==> config.mk <==
export PLATFORM = sky130hd
export DESIGN_NAME = color_bbox
export DESIGN_NICKNAME = d
export VERILOG_FILES = /design/src/rtl/aimbot_video_pkg.sv /design/src/rtl/color_match.sv /design/src/rtl/color_bbox.sv
export SDC_FILE = /design/constraint.sdc
export NUM_CORES = 1
export LEC_CHECK = 0
export ABC_AREA = 1
export CORE_AREA = 5 5 249 130
export CTS_BUF_LIST = sky130_fd_sc_hd__clkbuf_4 sky130_fd_sc_hd__clkbuf_8 sky130_fd_sc_hd__clkbuf_16
export CTS_CLUSTER_DIAMETER = 60
export CTS_CLUSTER_SIZE = 16
export DETAILED_ROUTE_END_ITERATION = 8
export DIE_AREA = 0 0 254 135
export PLACE_DENSITY = 0.72
export SYNTH_ARGS = -nofsm -noshare
export SYNTH_HDL_FRONTEND = slang
export SYNTH_SLANG_ARGS = --single-unit
==> constraint.sdc <==
create_clock -name clk -period 7.6 [get_ports clk]
set_clock_uncertainty 0.15 [all_clocks]
set_input_delay 0.76 -clock clk [delete_from_list [all_inputs] [get_ports clk]]
set_output_delay 0.76 -clock clk [all_outputs]
set_load 0.01 [all_outputs]
==> src/rtl/aimbot_video_pkg.sv <==
// Shared types for the video tracking path: FSM states, pixel struct, channel distance helper.
// Latency: n/a (types and pure functions only).
// Backpressure: n/a (the video stream is free-running and cannot be stalled).
package aimbot_video_pkg;

    typedef enum logic [1:0] {
        WAIT_VS,
        SCAN,
        COMMIT
    } bbox_state_t;

    typedef struct packed {
        logic [7:0] r;
        logic [7:0] g;
        logic [7:0] b;
    } rgb_t;

    // Distance between two channel values, kept at 9 bits so that a tolerance
    // of 255 still compares cleanly against a difference of 255.
    function automatic logic [8:0] chan_dist(input logic [7:0] a, input logic [7:0] b);
        logic [8:0] wa;
        logic [8:0] wb;
        wa = {1'b0, a};
        wb = {1'b0, b};
        return (wa >= wb) ? (wa - wb) : (wb - wa);
    endfunction

endpackage

==> src/rtl/color_match.sv <==
// Combinational test of one pixel against the key colour within a per-channel tolerance.
// Latency: 0 cycles (pure combinational).
// Backpressure: none; evaluated on every pixel presented.
module color_match
    import aimbot_video_pkg::*;
(
    input  rgb_t       pix,
    input  rgb_t       key,
    input  logic [7:0] tol,
    output logic       hit
);

    // All three channels must fall inside the tolerance window.
    always_comb begin
        hit = (chan_dist(pix.r, key.r) <= {1'b0, tol}) &&
              (chan_dist(pix.g, key.g) <= {1'b0, tol}) &&
              (chan_dist(pix.b, key.b) <= {1'b0, tol});
    end

endmodule

==> src/rtl/color_bbox.sv <==
// Per-frame colour tracker: delays video one clock with x/y tags, publishes the matched-pixel bounding box at each vsync.
// Latency: video 1 clock; box and frame_done visible 2 clocks after the vsync rising edge is driven.
// Backpressure: none; the stream is free-running and a pixel during the commit cycle is dropped.
module color_bbox
    import aimbot_video_pkg::*;
#(
    parameter int H_ACT      = 1280,
    parameter int V_ACT      = 720,
    parameter int MIN_PIXELS = 16,
    localparam int XW        = $clog2(H_ACT),
    localparam int YW        = $clog2(V_ACT)
) (
    input  logic          clk,
    input  logic          rstn,
    input  logic [23:0]   key_color,
    input  logic [7:0]    tol,
    input  logic          i_hsync,
    input  logic          i_vsync,
    input  logic          i_de,
    input  logic [7:0]    i_r,
    input  logic [7:0]    i_g,
    input  logic [7:0]    i_b,
    output logic          o_hsync,
    output logic          o_vsync,
    output logic          o_de,
    output logic [7:0]    o_r,
    output logic [7:0]    o_g,
    output logic [7:0]    o_b,
    output logic [XW-1:0] o_x,
    output logic [YW-1:0] o_y,
    output logic [XW-1:0] start_x,
    output logic [XW-1:0] end_x,
    output logic [YW-1:0] start_y,
    output logic [YW-1:0] end_y,
    output logic          box_valid,
    output logic          frame_done
);

    localparam int            CW      = $clog2(H_ACT * V_ACT + 1);
    localparam logic [XW-1:0] X_MAX   = XW'(H_ACT - 1);
    localparam logic [YW-1:0] Y_MAX   = YW'(V_ACT - 1);
    localparam logic [CW-1:0] CNT_MAX = '1;
    localparam logic [CW-1:0] MIN_CNT = CW'(MIN_PIXELS);

    bbox_state_t   state;
    bbox_state_t   next_state;
    logic [XW-1:0] x;
    logic [YW-1:0] y;
    logic [XW-1:0] min_x;
    logic [XW-1:0] max_x;
    logic [YW-1:0] min_y;
    logic [YW-1:0] max_y;
    logic [CW-1:0] cnt;
    rgb_t          key_sh;
    logic [7:0]    tol_sh;
    rgb_t          pix_in;
    logic          hit;
    logic          vs_rise;
    logic          de_fall;
    logic          acc_en;
    logic          acc_clr;
    logic          commit;

    // The delayed o_vsync/o_de registers double as the previous-cycle samples for edge detection.
    assign vs_rise = i_vsync & ~o_vsync;
    assign de_fall = ~i_de & o_de;
    assign pix_in  = '{r: i_r, g: i_g, b: i_b};

    color_match u_match (
        .pix (pix_in),
        .key (key_sh),
        .tol (tol_sh),
        .hit (hit)
    );

    // One-clock video delay, tagged with the coordinates of the pixel being forwarded.
    always_ff @(posedge clk) begin
        if (!rstn) begin
            o_hsync <= 1'b0;
            o_vsync <= 1'b0;
            o_de    <= 1'b0;
            o_r     <= '0;
            o_g     <= '0;
            o_b     <= '0;
            o_x     <= '0;
            o_y     <= '0;
        end else begin
            o_hsync <= i_hsync;
            o_vsync <= i_vsync;
            o_de    <= i_de;
            o_r     <= i_r;
            o_g     <= i_g;
            o_b     <= i_b;
            o_x     <= x;
            o_y     <= y;
        end
    end

    // Column/line counters; both saturate so over-long lines or frames reuse the last index.
    always_ff @(posedge clk) begin
        if (!rstn) begin
            x <= '0;
            y <= '0;
        end else begin
            if (i_de) begin
                if (x != X_MAX) x <= x + 1'b1;
            end else if (de_fall) begin
                x <= '0;
            end
            if (vs_rise) begin
                y <= '0;
            end else if (de_fall && (y != Y_MAX)) begin
                y <= y + 1'b1;
            end
        end
    end

    // Key and tolerance only change at frame boundaries so a frame is matched consistently.
    always_ff @(posedge clk) begin
        if (!rstn) begin
            key_sh <= '0;
            tol_sh <= '0;
        end else if (vs_rise) begin
            key_sh <= rgb_t'(key_color);
            tol_sh <= tol;
        end
    end

    // Frame FSM state register.
    always_ff @(posedge clk) begin
        if (!rstn) state <= WAIT_VS;
        else       state <= next_state;
    end

    // Next state plus accumulate/clear/commit strobes.
    always_comb begin
        next_state = state;
        acc_en     = 1'b0;
        acc_clr    = 1'b0;
        commit     = 1'b0;
        case (state)
            WAIT_VS: begin
                if (vs_rise) begin
                    acc_clr    = 1'b1;
                    next_state = SCAN;
                end
            end
            SCAN: begin
                // A pixel coinciding with the vsync edge still belongs to the outgoing frame.
                acc_en = i_de & hit;
                if (vs_rise) next_state = COMMIT;
            end
            COMMIT: begin
                commit     = 1'b1;
                acc_clr    = 1'b1;
                next_state = SCAN;
            end
            default: next_state = WAIT_VS;
        endcase
    end

    // Bounding-box and matched-pixel accumulators for the frame in progress.
    always_ff @(posedge clk) begin
        if (!rstn || acc_clr) begin
            min_x <= '1;
            min_y <= '1;
            max_x <= '0;
            max_y <= '0;
            cnt   <= '0;
        end else if (acc_en) begin
            if (x < min_x) min_x <= x;
            if (y < min_y) min_y <= y;
            if (x > max_x) max_x <= x;
            if (y > max_y) max_y <= y;
            if (cnt != CNT_MAX) cnt <= cnt + 1'b1;
        end
    end

    // Published box: updated once per frame and held until the next commit.
    always_ff @(posedge clk) begin
        if (!rstn) begin
            start_x    <= '0;
            start_y    <= '0;
            end_x      <= '0;
            end_y      <= '0;
            box_valid  <= 1'b0;
            frame_done <= 1'b0;
        end else begin
            frame_done <= commit;
            if (commit) begin
                if (cnt >= MIN_CNT) begin
                    start_x   <= min_x;
                    start_y   <= min_y;
                    end_x     <= max_x;
                    end_y     <= max_y;
                    box_valid <= 1'b1;
                end else begin
                    start_x   <= '0;
                    start_y   <= '0;
                    end_x     <= '0;
                    end_y     <= '0;
                    box_valid <= 1'b0;
                end
            end
        end
    end

endmodule

==> results.toml <==
[clock_network]
root_buffer = "clkbuf_16"
clock_latency_ns = 0.51
cts_setup_buffers = 0
cts_tree = "yes"
ctsResizeCount = 0
path_clk_slew_ns = 0.07
clock_path_buffers = 3
ctsHoldBuffers = 0
cts_sinks = 209
h-tree-depth = 1
cts_buffers = 18

[sta]
relSlewSlack = 0.175
final_max_slew_viol_count = 0
tightest_slew_ns = 1.24
fin_setup_tns_ns = 0
timing.final.crit_share = 0.705
rsz0062_at_grt = "no"
fin_crit_ns = 5.36
clock.fmax_ghz = 0.187
hold_violations = 0
timing.hold.ws_ns = 0.315
setup_violations = 0

[synth]
synth_seq_cells = 209
async_flop_share = 0
syn_avg_cell_area_um2 = 7.22
ys_types = 46
syn_area_um2 = 12100
synth.area.top_cells = "dfxtp_1 (35%), ha_1 (12%), nand2_1 (11%)"
yosys.area.top_type = "dfxtp_1"
synth_edf_count = 0
yosysTopAreaCellShare = 0.347
synth_most_common_cell = "nand2_1"
synthTopCellsByCount = "nand2_1 (363), inv_1 (269), dfxtp_1 (209)"
seq_area_frac_synth = 0.347
yosysWarnings = 0
synthesis.nets = 1852
netlist_instances = 1669
ys_dominant_reg_cell = "dfxtp_1"

[power]
p_total_mw = 2.57
p_leak_nw = 6.52
switching_share = 0.291
powerDensity_nw_per_um2 = 178
switching_power_mw = 0.749
seqPwrFrac = 0.438
p_int_mw = 1.82
p_comb_frac = 0.192
pwr-share-clk = 0.370
peakVddDrop_v = 0.000124

[floorplanning]
core_um2 = 29800
die_width_um = 254
io_pins = 153
rows = 45
dieArea_um2 = 34300
initial_utilization = 0.404
die_h_um = 135

[min_path]
min_to = "start_x[4]"
hold_path_class = "reg -> reg"
worstHoldStart = "start_x[4]"
hold_path_depth = 2

[grt]
gr-total-overflow = 0
antenna_found_initial = 0
grt_max_degree = 49
gr-usage-all-layers = 0.195
grt_pass1_wl_um = 54900
grt_pass1_vias = 10400

[critical_path]
startpoint_type = "input port"
crit_path_end_kind = "flop"
cp_max_fo = 31
crit_type = "in -> reg"
cp.required_ns = 7.82
worst_r2r_endpoint = "min_y[3]"
r2r_slack_ns = 2.77
rr_worst_depth = 25
rr_startpoint = "key_sh[4]"
crit_arrival_ns = 5.58

[job]
maxCapViolCount = 0

[final_layout]
fin_util = 0.484
diodes = 0
syn_to_final_growth_pct = 19.8
fillers = 2894
finish.net_count = 1972
drive_gt1_frac = 0.0535

[detailed_routing]
antenna_left = 0
drt_wl_total_um = 34000
firstDrtPassIters = 5
avgRoutedWirePerCell_um = 15.5
viasPerCell = 5.05
drt-initial-drc-count = 915
via_count = 11100
drc = 0

[place]
gp_congestion = 0.972
port_buffers = 152
dpl.hpwl_um = 25700

[status]
status = "finished, final reports clean"
## state kept, by name, summed over array words and instances, names as in the netlist, 10 cells and up
| name | count |
|---|---|
| max_y | 10 |
| x | 11 |
| min_y | 10 |
| max_x | 11 |
| end_y | 10 |
| start_x | 11 |
| o_x | 11 |
| cnt | 20 |
| o_y | 10 |
| end_x | 11 |
| key_sh | 24 |
| start_y | 10 |
| min_x | 11 |
| y | 10 |
## power groups by stage
stage | clock network (mW) | registers [mW] | logic [mW]
2_1_floorplan | 0 | 1.15 | 0.324
3_3_place_gp | 0 | 1.15 | 0.475
3_5_place_dp | 0 | 1.15 | 0.484
4_1_cts | 0.986 | 1.13 | 0.488
5_1_grt | 1.03 | 1.13 | 0.557
6_report | 0.952 | 1.13 | 0.493
## logic make-up (layout without fill, tap and decap cells)
group,after synthesis,in the layout,synth area share
AOI/OAI and AO/OA,264,264,0.122
xor gates and xnor gates,41,41,0.0298
adders and majority gates,122,122,0.130
buffers and inverters,339,464,0.110
DFF,209,209,0.347
muxes,4,4,0.00353
and+or+nand+nor,690,690,0.257
## stage by stage
stage / setup WS (ns) / std cells / area, um^2
2_1_floorplan: 3.69 / 1669 / 12100
3_3_place_gp: 1.92 / 2168 / 13900
3_5_place_dp: 1.80 / 2168 / 13900
4_1_cts: 2.33 / 2193 / 14400
5_1_grt: 1.84 / 2193 / 14400
6_report: 2.24 / 2193 / 14400
## worst max-delay path by stage
stage                       from        to  slack, ns  depth (start not counted)
final                     i_b[4]  min_y[3]       2.24                         27
after global routing      i_g[4]  min_y[0]       1.84                         26
after CTS                 i_g[7]  min_y[3]       2.33                         25
after detailed placement  i_g[7]   cnt[10]       1.80                         24
after global placement    i_g[4]  min_y[9]       1.92                         26
after floorplan           i_b[5]   cnt[10]       3.69                         27
## routing by layer
metal,share of wire,GRT usage,routed length (um),vias up
met2,0.38,0.264,12900,363
met5,0,0,0,-
li1,-,-,-,5623
met1,0.52,0.312,17800,5044
met3,0.084,0.0433,2840,36
met4,0.015,0.0331,495,0
## cell type report
class | instances | area [um^2] | share of cell area
flip-flops and latches | 209 | 4180 | 0.290
inverters | 272 | 1020 | 0.0707
clock inverters | 6 | 91.3 | 0.00632
well taps | 399 | 499 | 0.0346
multi-input cells | 1121 | 6550 | 0.453
repair buffers | 167 | 1630 | 0.113
clock buffers | 19 | 475 | 0.0329
## critical path, stage by stage
cell             delay, ns
clkdlybuf4s50_1       0.52
inv_1                 0.06
ha_1                  0.40
nand2_1               0.15
nor2_1                0.27
nand3_2               0.13
nand4_4               0.18
inv_1                 0.13
o21ai_0               0.30
xor2_1                0.18
inv_1                 0.06
ha_1                  0.29
nand2_1               0.09
inv_1                 0.04
nand2_1               0.07
nand3_1               0.08
nand2_1               0.07
nand2_1               0.05
nand2_1               0.05
nand2_1               0.05
nand2_1               0.10
nand3_1               0.13
nor2_4                0.58
buf_4                 0.43
nand2_2               0.21
nand2_1               0.10
nand3_1               0.06
## placed cells by master (no fill, tap or decap), types with 3 or more instances in the layout
cell / netlist / layout
ha_1: 116 / 116
a21oi_2: 19 / 19
nand2_2: 4 / 4
nand3_2: 21 / 21
nor2_2: 3 / 5
a21o_1: 3 / 3
a21oi_1: 146 / 146
clkbuf_16: 0 / 19
buf_4: 5 / 15
xnor2_1: 8 / 8
fa_1: 6 / 6
o22ai_1: 3 / 3
dfxtp_1: 209 / 209
inv_1: 269 / 269
nor3_1: 17 / 17
o2111ai_1: 4 / 4
clkdlybuf4s50_1: 0 / 151
nand2_1: 363 / 363
xor2_1: 33 / 33
o21ai_0: 71 / 71
nand3b_1: 7 / 7
nand3_1: 166 / 166
nand4_1: 21 / 21
nor2_1: 76 / 74
nor4_1: 8 / 8
o21a_1: 4 / 4
Power figures use the tool's default switching activity.
